`config.mk`:
```
export PLATFORM = sky130hd
export DESIGN_NAME = barrel_scheduler
export DESIGN_NICKNAME = d
export VERILOG_FILES = /design/src/rtl/barrel_scheduler.sv
export SDC_FILE = /design/constraint.sdc
export NUM_CORES = 1
export LEC_CHECK = 0
export BUFFER_PORTS_ARGS = -buffer_cell sky130_fd_sc_hd__buf_2
export CAP_MARGIN = 20
export CORE_ASPECT_RATIO = 2
export CORE_MARGIN = 4
export CORE_UTILIZATION = 53
export DETAILED_ROUTE_END_ITERATION = 8
export HOLD_SLACK_MARGIN = 0.12
export PLACE_DENSITY = 0.72
export SYNTH_ARGS = -nofsm -noshare
export SYNTH_HDL_FRONTEND = slang
export SYNTH_SLANG_ARGS = --single-unit
```
`constraint.sdc`:
```
create_clock -name clk -period 4.3 [get_ports clk]
set_input_delay 0.43 -clock clk [delete_from_list [all_inputs] [get_ports clk]]
set_output_delay 0.43 -clock clk [all_outputs]
set_load 0.005 [all_outputs]
```
`src/rtl/barrel_scheduler.sv`:
```
// Kong barrel launch controller: arbitrates horizontal/vertical throw
// requests, sequences the throw pose and assigns each launch a free slot.
module barrel_scheduler #(
    parameter int BARRELS      = 5,
    parameter int AUTO_DELAY   = 162_500_000,
    parameter int THROW_CYCLES = 4_062_500,
    parameter int COOLDOWN     = 1_625_000
) (
    input  logic               clk,
    input  logic               rst,
    input  logic               start_game,
    input  logic               animation,
    input  logic               key_hor,
    input  logic               key_ver,
    input  logic [BARRELS-1:0] done_hor,
    input  logic [BARRELS-1:0] done_ver,
    output logic [BARRELS-1:0] barrel_hor,
    output logic [BARRELS-1:0] barrel_ver,
    output logic               throw,
    output logic               busy,
    output logic               last_ver
);

    localparam int TW   = (AUTO_DELAY > 1) ? $clog2(AUTO_DELAY) : 1;
    localparam int PMAX = (THROW_CYCLES > COOLDOWN) ? THROW_CYCLES : COOLDOWN;
    localparam int PW   = (PMAX > 1) ? $clog2(PMAX) : 1;
    localparam int SW   = (BARRELS > 1) ? $clog2(BARRELS) : 1;

    localparam logic [1:0] IDLE  = 2'd0;
    localparam logic [1:0] THROW = 2'd1;
    localparam logic [1:0] COOL  = 2'd2;

    localparam logic [TW-1:0]      TIMER_LAST = TW'(AUTO_DELAY - 1);
    localparam logic [PW-1:0]      THROW_LAST = PW'(THROW_CYCLES - 1);
    localparam logic [PW-1:0]      COOL_LAST  = PW'(COOLDOWN - 1);
    localparam logic [BARRELS-1:0] ONE        = BARRELS'(1);

    logic [1:0]         state;
    logic [PW-1:0]      phase_cnt;
    logic [TW-1:0]      timer;
    logic               req_hor;
    logic               req_ver;
    logic               key_hor_q;
    logic               key_ver_q;
    logic [SW-1:0]      slot;

    logic               en;
    logic               hor_rise;
    logic               ver_rise;
    logic               expire;
    logic               elig_hor;
    logic               elig_ver;
    logic               grant;
    logic               win_ver;
    logic [BARRELS-1:0] free_win;
    logic [SW-1:0]      first_free;
    logic               throw_end;
    logic               cool_end;
    logic [BARRELS-1:0] set_hor;
    logic [BARRELS-1:0] set_ver;

    assign en       = start_game & ~animation;
    assign hor_rise = key_hor & ~key_hor_q;
    assign ver_rise = key_ver & ~key_ver_q;
    assign expire   = en && (timer == TIMER_LAST);

    assign elig_hor = req_hor & (|(~barrel_hor));
    assign elig_ver = req_ver & (|(~barrel_ver));
    assign grant    = en && (state == IDLE) && (elig_hor || elig_ver);

    // On a tie the class opposite to the previous grant wins.
    assign win_ver  = elig_ver & (~elig_hor | ~last_ver);
    assign free_win = win_ver ? ~barrel_ver : ~barrel_hor;

    always_comb begin
        first_free = '0;
        for (int i = BARRELS - 1; i >= 0; i--) begin
            if (free_win[i]) first_free = SW'(i);
        end
    end

    assign throw_end = en && (state == THROW) && (phase_cnt == THROW_LAST);
    assign cool_end  = en && (state == COOL) && (phase_cnt == COOL_LAST);

    // last_ver holds the class of the launch in flight.
    assign set_hor = (throw_end && !last_ver) ? (ONE << slot) : '0;
    assign set_ver = (throw_end && last_ver) ? (ONE << slot) : '0;

    assign throw = (state == THROW);
    assign busy  = (state != IDLE);

    always_ff @(posedge clk) begin
        if (rst) begin
            state      <= IDLE;
            phase_cnt  <= '0;
            timer      <= '0;
            req_hor    <= 1'b0;
            req_ver    <= 1'b0;
            key_hor_q  <= 1'b0;
            key_ver_q  <= 1'b0;
            slot       <= '0;
            last_ver   <= 1'b1;
            barrel_hor <= '0;
            barrel_ver <= '0;
        end else if (!start_game) begin
            state      <= IDLE;
            phase_cnt  <= '0;
            timer      <= '0;
            req_hor    <= 1'b0;
            req_ver    <= 1'b0;
            key_hor_q  <= 1'b0;
            key_ver_q  <= 1'b0;
            barrel_hor <= '0;
            barrel_ver <= '0;
        end else begin
            key_hor_q  <= key_hor;
            key_ver_q  <= key_ver;
            barrel_hor <= (barrel_hor & ~done_hor) | set_hor;
            barrel_ver <= (barrel_ver & ~done_ver) | set_ver;
            if (animation) begin
                state     <= IDLE;
                phase_cnt <= '0;
            end else begin
                timer <= expire ? '0 : timer + 1'b1;
                if (hor_rise || expire) req_hor <= 1'b1;
                if (ver_rise) req_ver <= 1'b1;
                case (state)
                    IDLE: begin
                        phase_cnt <= '0;
                        if (grant) begin
                            state    <= THROW;
                            slot     <= first_free;
                            last_ver <= win_ver;
                        end
                    end
                    THROW: begin
                        if (throw_end) begin
                            state     <= COOL;
                            phase_cnt <= '0;
                            if (last_ver) req_ver <= 1'b0;
                            else          req_hor <= 1'b0;
                        end else begin
                            phase_cnt <= phase_cnt + 1'b1;
                        end
                    end
                    COOL: begin
                        if (cool_end) begin
                            state     <= IDLE;
                            phase_cnt <= '0;
                        end else begin
                            phase_cnt <= phase_cnt + 1'b1;
                        end
                    end
                    default: begin
                        state     <= IDLE;
                        phase_cnt <= '0;
                    end
                endcase
            end
        end
    end

endmodule

```
==> metrics, run 1 <==
commonest non-fill, non-tap cell in the layout=dfxtp_1; Starting Density=a little over half; drt first pass iters=4; CTS tree=built; worst clock skew=0.00427 ns; drt initial violations=between 150 and 200; post-layout instance area=3960 µm²; top post-synthesis cells by area=dfxtp_1 (40%), xor2_1 (6.5%), nor2_1 (5.8%); die area=8040 µm²; Top delay family on crit path=simple AND/OR/NAND/NOR gates; flop and latch count out of synthesis=70; Cell variety after synth=55; Clk pin slew, worst setup/hold paths=0.05 ns; die outline width=about 65 µm; slew margin rel.=36.1%; slowest stage cell on the critical path=or4_4; YS warnings=0; main combinational cell family by area after synthesis=simple AND/OR/NAND/NOR gates; Finish-stage setup viols=0; core area=~6400 µm²; clk buf depth=2; Post-synth EDFFs=0; WL final=7960 µm; PortBufs=28; dpl ws=between 1.5 and 2 ns; worst vdd ir=about 0.00027 V; DP Cell Count=504; required time worst endpoint=between 4 and 5 ns; final cell count without fillers=~520; Hold Buf Count CTS=0; Post-synth ARST share=0%; HP Class=in -> reg; critical path's largest stage delay=0.61 ns; Antenna Nets Post-Route=0; Mapped Cells=405; Routed wire per std cell=15.3 µm; Avg Inst Size Synth=around 8.6 µm²; crit-path max FO=22; post-placement cell area=3660 µm²; global route overflow=0; die height=123 µm; total CTS buffers=9; insertion delay to the later sink of the worst-skew pair=0.34 ns; WS Path Type=reg -> reg; number of diodes=0; critical path endpoint category=register; Post-Synth XOR/XNOR Area=9.27%; # rows=roughly 40; Area growth syn-to-layout=13.3%; Max Clock Freq=roughly 420 MHz; Syn Nets=about 430; HPWL Detailed=~5900 µm; pin count of the biggest net entering global routing=23; actual slew at the worst max-slew pin=between 0.9 and 1 ns; total number of vias=between 2000 and 3000; initial antenna violation count=0; Fillers=590; Pleak=1.44 nW; mux cell area share after synthesis=1.43%; worst hold margin=0.319 ns; area leader, netlist=dfxtp_1; status=complete, no violations; reg-to-reg setup timing slack=1.93 ns; ys flop type=dfxtp_1; Synth Area in Compound Gates=approximately an eighth; H-tree levels=3; post-synthesis cell area=3490 µm²; vias in the first global route=approximately 3000; Pins Over Slew Limit=0; setup TNS=0 ns; maxcap violations=0; first-pass GRT wire length=13000 µm; post_cts resized=0; Final #Nets=453; clock root cell=clkbuf_16; CP arrival=~2.6 ns; crit-path cells=or4_1, or4_4, o31ai_4, a21o_4, nor2_1; GP Congestion=about 0.85; most frequent cells in the layout=dfxtp_1 (70), nor2_1 (54), nand2_1 (33); # DRC=0; share of layout cells above drive strength 1=13.8%; Clock Sinks=70; min Tclk post-route=2.37 ns; Seq/Total Area, Yosys=40.1%; post-CTS setup buffer count=0; period utilisation layout=55.2%; worst setup margin=1.93 ns; vias per cell=between 5 and 6; Fin. Hold Viols=0; I/O pins=29; power per cell area=between 300 and 400 nW/µm²; simple-gate share of the synthesized area=31.6%; total track usage=about a fifth; Bufs and invs on worst path=0; area fraction of the dominant cell type after synthesis=40.1%; unrepaired setup endpoints after global routing=no; Adder-Cell Fraction of Synth Area=2.15%; Worst Setup Start Kind=register
-- logic make-up after synthesis --
| family | after synthesis |
|---|---|
| XOR/XNOR | 37 |
| multiplexers | 5 |
| flip-flops | 70 |
| buffers and inverters | 25 |
| AND/OR/NAND/NOR | 202 |
| AO/OA/AOI/OAI | 60 |
| adder cells (fa/ha/maj) | 6 |
-- flip-flops by register name (all words and copies together), names as in the netlist --
signal      count
timer          28
barrel_hor      5
barrel_ver      5
slot            3
key_hor_q       1
req_hor         1
state           2
req_ver         1
phase_cnt      22
key_ver_q       1
last_ver        1
-- worst paths after layout --
check / end / startpoint / cells after the start
worst max-delay path: phase_cnt[19] / phase_cnt[6] / 5
worst min-delay path: key_ver_q / key_ver / 2
worst max register to register: phase_cnt[19] / phase_cnt[6] / 5
worst min register to register: phase_cnt[0] / phase_cnt[0] / 1
-- synth_stat cells (3+ instances only) --
cell	number
nor3b_1	5
a21oi_1	17
clkbuf_1	11
xnor2_1	11
nand2_1	33
ha_1	6
nor3_1	9
nand3_1	24
inv_1	10
nand4_1	5
o2bb2ai_1	3
nor4_1	5
and4_1	8
or4_1	5
nor2_2	10
and2_1	4
o21ai_0	12
xor2_1	26
nor2_1	54
and3_1	10
a21boi_0	3
dfxtp_1	70
nor2b_1	11
o21a_1	3
a32o_1	3
mux2i_1	5
and4b_1	5
-- metrics by stage --
step | power, mW | util [%]
2_1_floorplan | 0.684 | -
3_3_place_gp | 0.696 | 57.6
3_5_place_dp | 0.696 | 57.6
4_1_cts | 1.39 | 62.0
5_1_grt | 1.42 | 62.2
6_report | 1.38 | 62.2
-- routing by layer --
metal	routed length [µm]	vias to the layer above	global-route usage (%)
met5	0	-	0
met4	334	0	14.0
met3	278	26	4.40
met2	4370	62	39.6
met1	2980	1371	19.8
li1	-	1484	-
-- cell type report --
type	count	area, µm²	area share [%]
clock buffer	16	282	7.11
inverter	10	37.5	0.948
multi-input combinational	310	1980	50.0
sequential	70	1400	35.4
tap	86	108	2.72
timing repair buffer	30	153	3.86
-- power breakdown --
group	internal, mW	total (mW)	switching [mW]
clock network	0.438	0.698	0.260
logic	0.0120	0.0299	0.0179
registers	0.651	0.653	0.00162
total	1.10	1.38	0.279
No activity file was read; power rests on OpenSTA's default activity.
==> run 2, diff against run 1 <==
clock period = 2.2 ns   (was 4.3 ns; I/O delays follow)
==> run 2 against run 1 <==
Effect of this change: first-iteration DRC count up 1.6%; sequential share of layout area down 1.5 points; maximum frequency up 9.6%; clock power up 91%; core utilization up 2.8 points; critical path depth unchanged; clock skew up 0.0024 ns; combinational power up 110%; via count up 5.7%; total power up 93%; count of clock-buffer cells in the layout down 2; flip-flop and latch count unchanged.
==> metrics, run 2 (synthesis gave the netlist of run 1 again) <==
status=complete, no violations; period utilisation layout=98.4%; HP Class=in -> reg; PortBufs=28; actual slew at the worst max-slew pin=about 0.54 ns; WS Path Type=reg -> reg; Hold EP=key_hor_q; power per cell area=645 nW/µm²; dpl ws=-0.0796 ns; H-tree levels=3; clk buf depth=2; global route overflow=0; core area=between 6000 and 7000 µm²; Routed wire per std cell=15.6 µm; unrepaired setup endpoints after global routing=yes; setup TNS=0 ns; Clk pin slew, worst setup/hold paths=0.05 ns; biggest registers after layout=timer: 28 flops, phase_cnt: 22 flops; hold path startpoint=key_hor; max FFs per register=28; min Tclk post-route=2.16 ns; Finish-stage setup viols=0; Fin. Hold Viols=0; slew margin rel.=63.8%; total CTS buffers=9; Clock Sinks=70; commonest non-fill, non-tap cell in the layout=dfxtp_1; # rows=a little over 40; first-pass GRT wire length=about 15000 µm; most frequent cells in the layout=dfxtp_1 (70), nor2_1 (54), nand2_1 (33); r2r worst-path depth=5; Antenna Nets Post-Route=0; GP Congestion=0.938; total number of vias=3111; share of layout cells above drive strength 1=17.9%; Max Clock Freq=462 MHz; CP arrival=2.38 ns; I/O pins=29; Area growth syn-to-layout=18.3%; Critical R2R Launch=phase_cnt[6]; die area=8040 µm²; HPWL Detailed=6220 µm; post-placement cell area=3820 µm²; required time worst endpoint=2.42 ns; worst setup margin=0.0354 ns; clock root cell=clkbuf_16; post-CTS setup buffer count=0; Pins Over Slew Limit=0; total track usage=23.4%; crit-path max FO=5; worst vdd ir=0.000540 V; # DRC=0; CTS tree=built; Reg2Reg Capture Point=state[0]; hold depth=2; insertion delay to the later sink of the worst-skew pair=roughly 0.34 ns; number of diodes=0; reg-to-reg setup timing slack=0.04 ns; vias in the first global route=3229; critical path endpoint category=register; die height=123 µm; post-layout instance area=4140 µm²; Final #Nets=around 480; worst clock skew=approximately 0.0067 ns; drt initial violations=194; pin count of the biggest net entering global routing=21; Largest Register=timer; initial antenna violation count=0; maxcap violations=0; final cell count without fillers=543; Worst Setup Start Kind=register; vias per cell=~5.7; DP Cell Count=525; WL final=between 8000 and 9000 µm; drt first pass iters=4; Pleak=~1.5 nW; die outline width=65.4 µm; Starting Density=a little over half
## run 2: cell types whose count changed in the layout (fill, tap and decap cells not counted), sizes merged
cell         change
clkinv           +1
clkbuf           -2
dlygate4sd3      +1
a21o             +2
buf             +19
## run 2: where the power goes
part	switching [mW]	total, mW	internal (mW)
combinational	0.0362	0.0642	0.0280
clock	0.510	1.33	0.817
sequential	0.00321	1.28	1.27
## run 2: how the worst max path moves through the flow
stage / from / endpoint / slack (ns) / cells past startpoint
floorplan: phase_cnt[6] / phase_cnt[5] / 0.05 / 6
global placement: phase_cnt[6] / phase_cnt[21] / -0.03 / 5
detailed placement: phase_cnt[6] / phase_cnt[2] / -0.08 / 5
CTS: phase_cnt[6] / state[0] / -0.009 / 5
global route: phase_cnt[6] / phase_cnt[15] / -0.008 / 5
finish: phase_cnt[6] / state[0] / 0.04 / 5
## run 2: per-layer routing
layer	GRT usage [%]	vias to the layer above	part of all wire, %
li1	-	1526	-
met1	23.7	1493	37
met2	43.4	69	56
met3	5.22	23	3.6
met4	12.1	0	3.1
met5	0	-	0
## run 2: area by class of cell
type	instances	area [µm²]
Clock buffer	14	264
Clock inverter	1	5.00
Fill cell	599	2230
Inverter	10	37.5
Multi-Input combinational cell	312	2010
Sequential cell	70	1400
Tap cell	86	108
Timing Repair Buffer	50	308
## run 2: metrics by stage
| stage | utilization [%] | hold WS [ns] | power [mW] |
|---|---|---|---|
| floorplan | - | 0.331 | 1.34 |
| global placement | 60.1 | 0.438 | 1.36 |
| detailed placement | 60.1 | 0.451 | 1.37 |
| CTS | 65.0 | 0.123 | 2.70 |
| global route | 65.0 | 0.161 | 2.74 |
| finish | 65.0 | 0.133 | 2.67 |
## run 2: critical path, stage by stage, from the launching register on
cell	delay [ns]
dfxtp_1	0.31
or4_1	0.51
or4_4	0.58
o31ai_4	0.32
nand3_1	0.19
mux2i_1	0.15
## run 2: what timing repair did
action	in CTS	in global routing
resized for setup	2	1
hold buffers	1	0
gates cloned	2	0
pin swaps	3	2
hold endpoints to repair	1	0
endpoints found under the setup margin	22	25
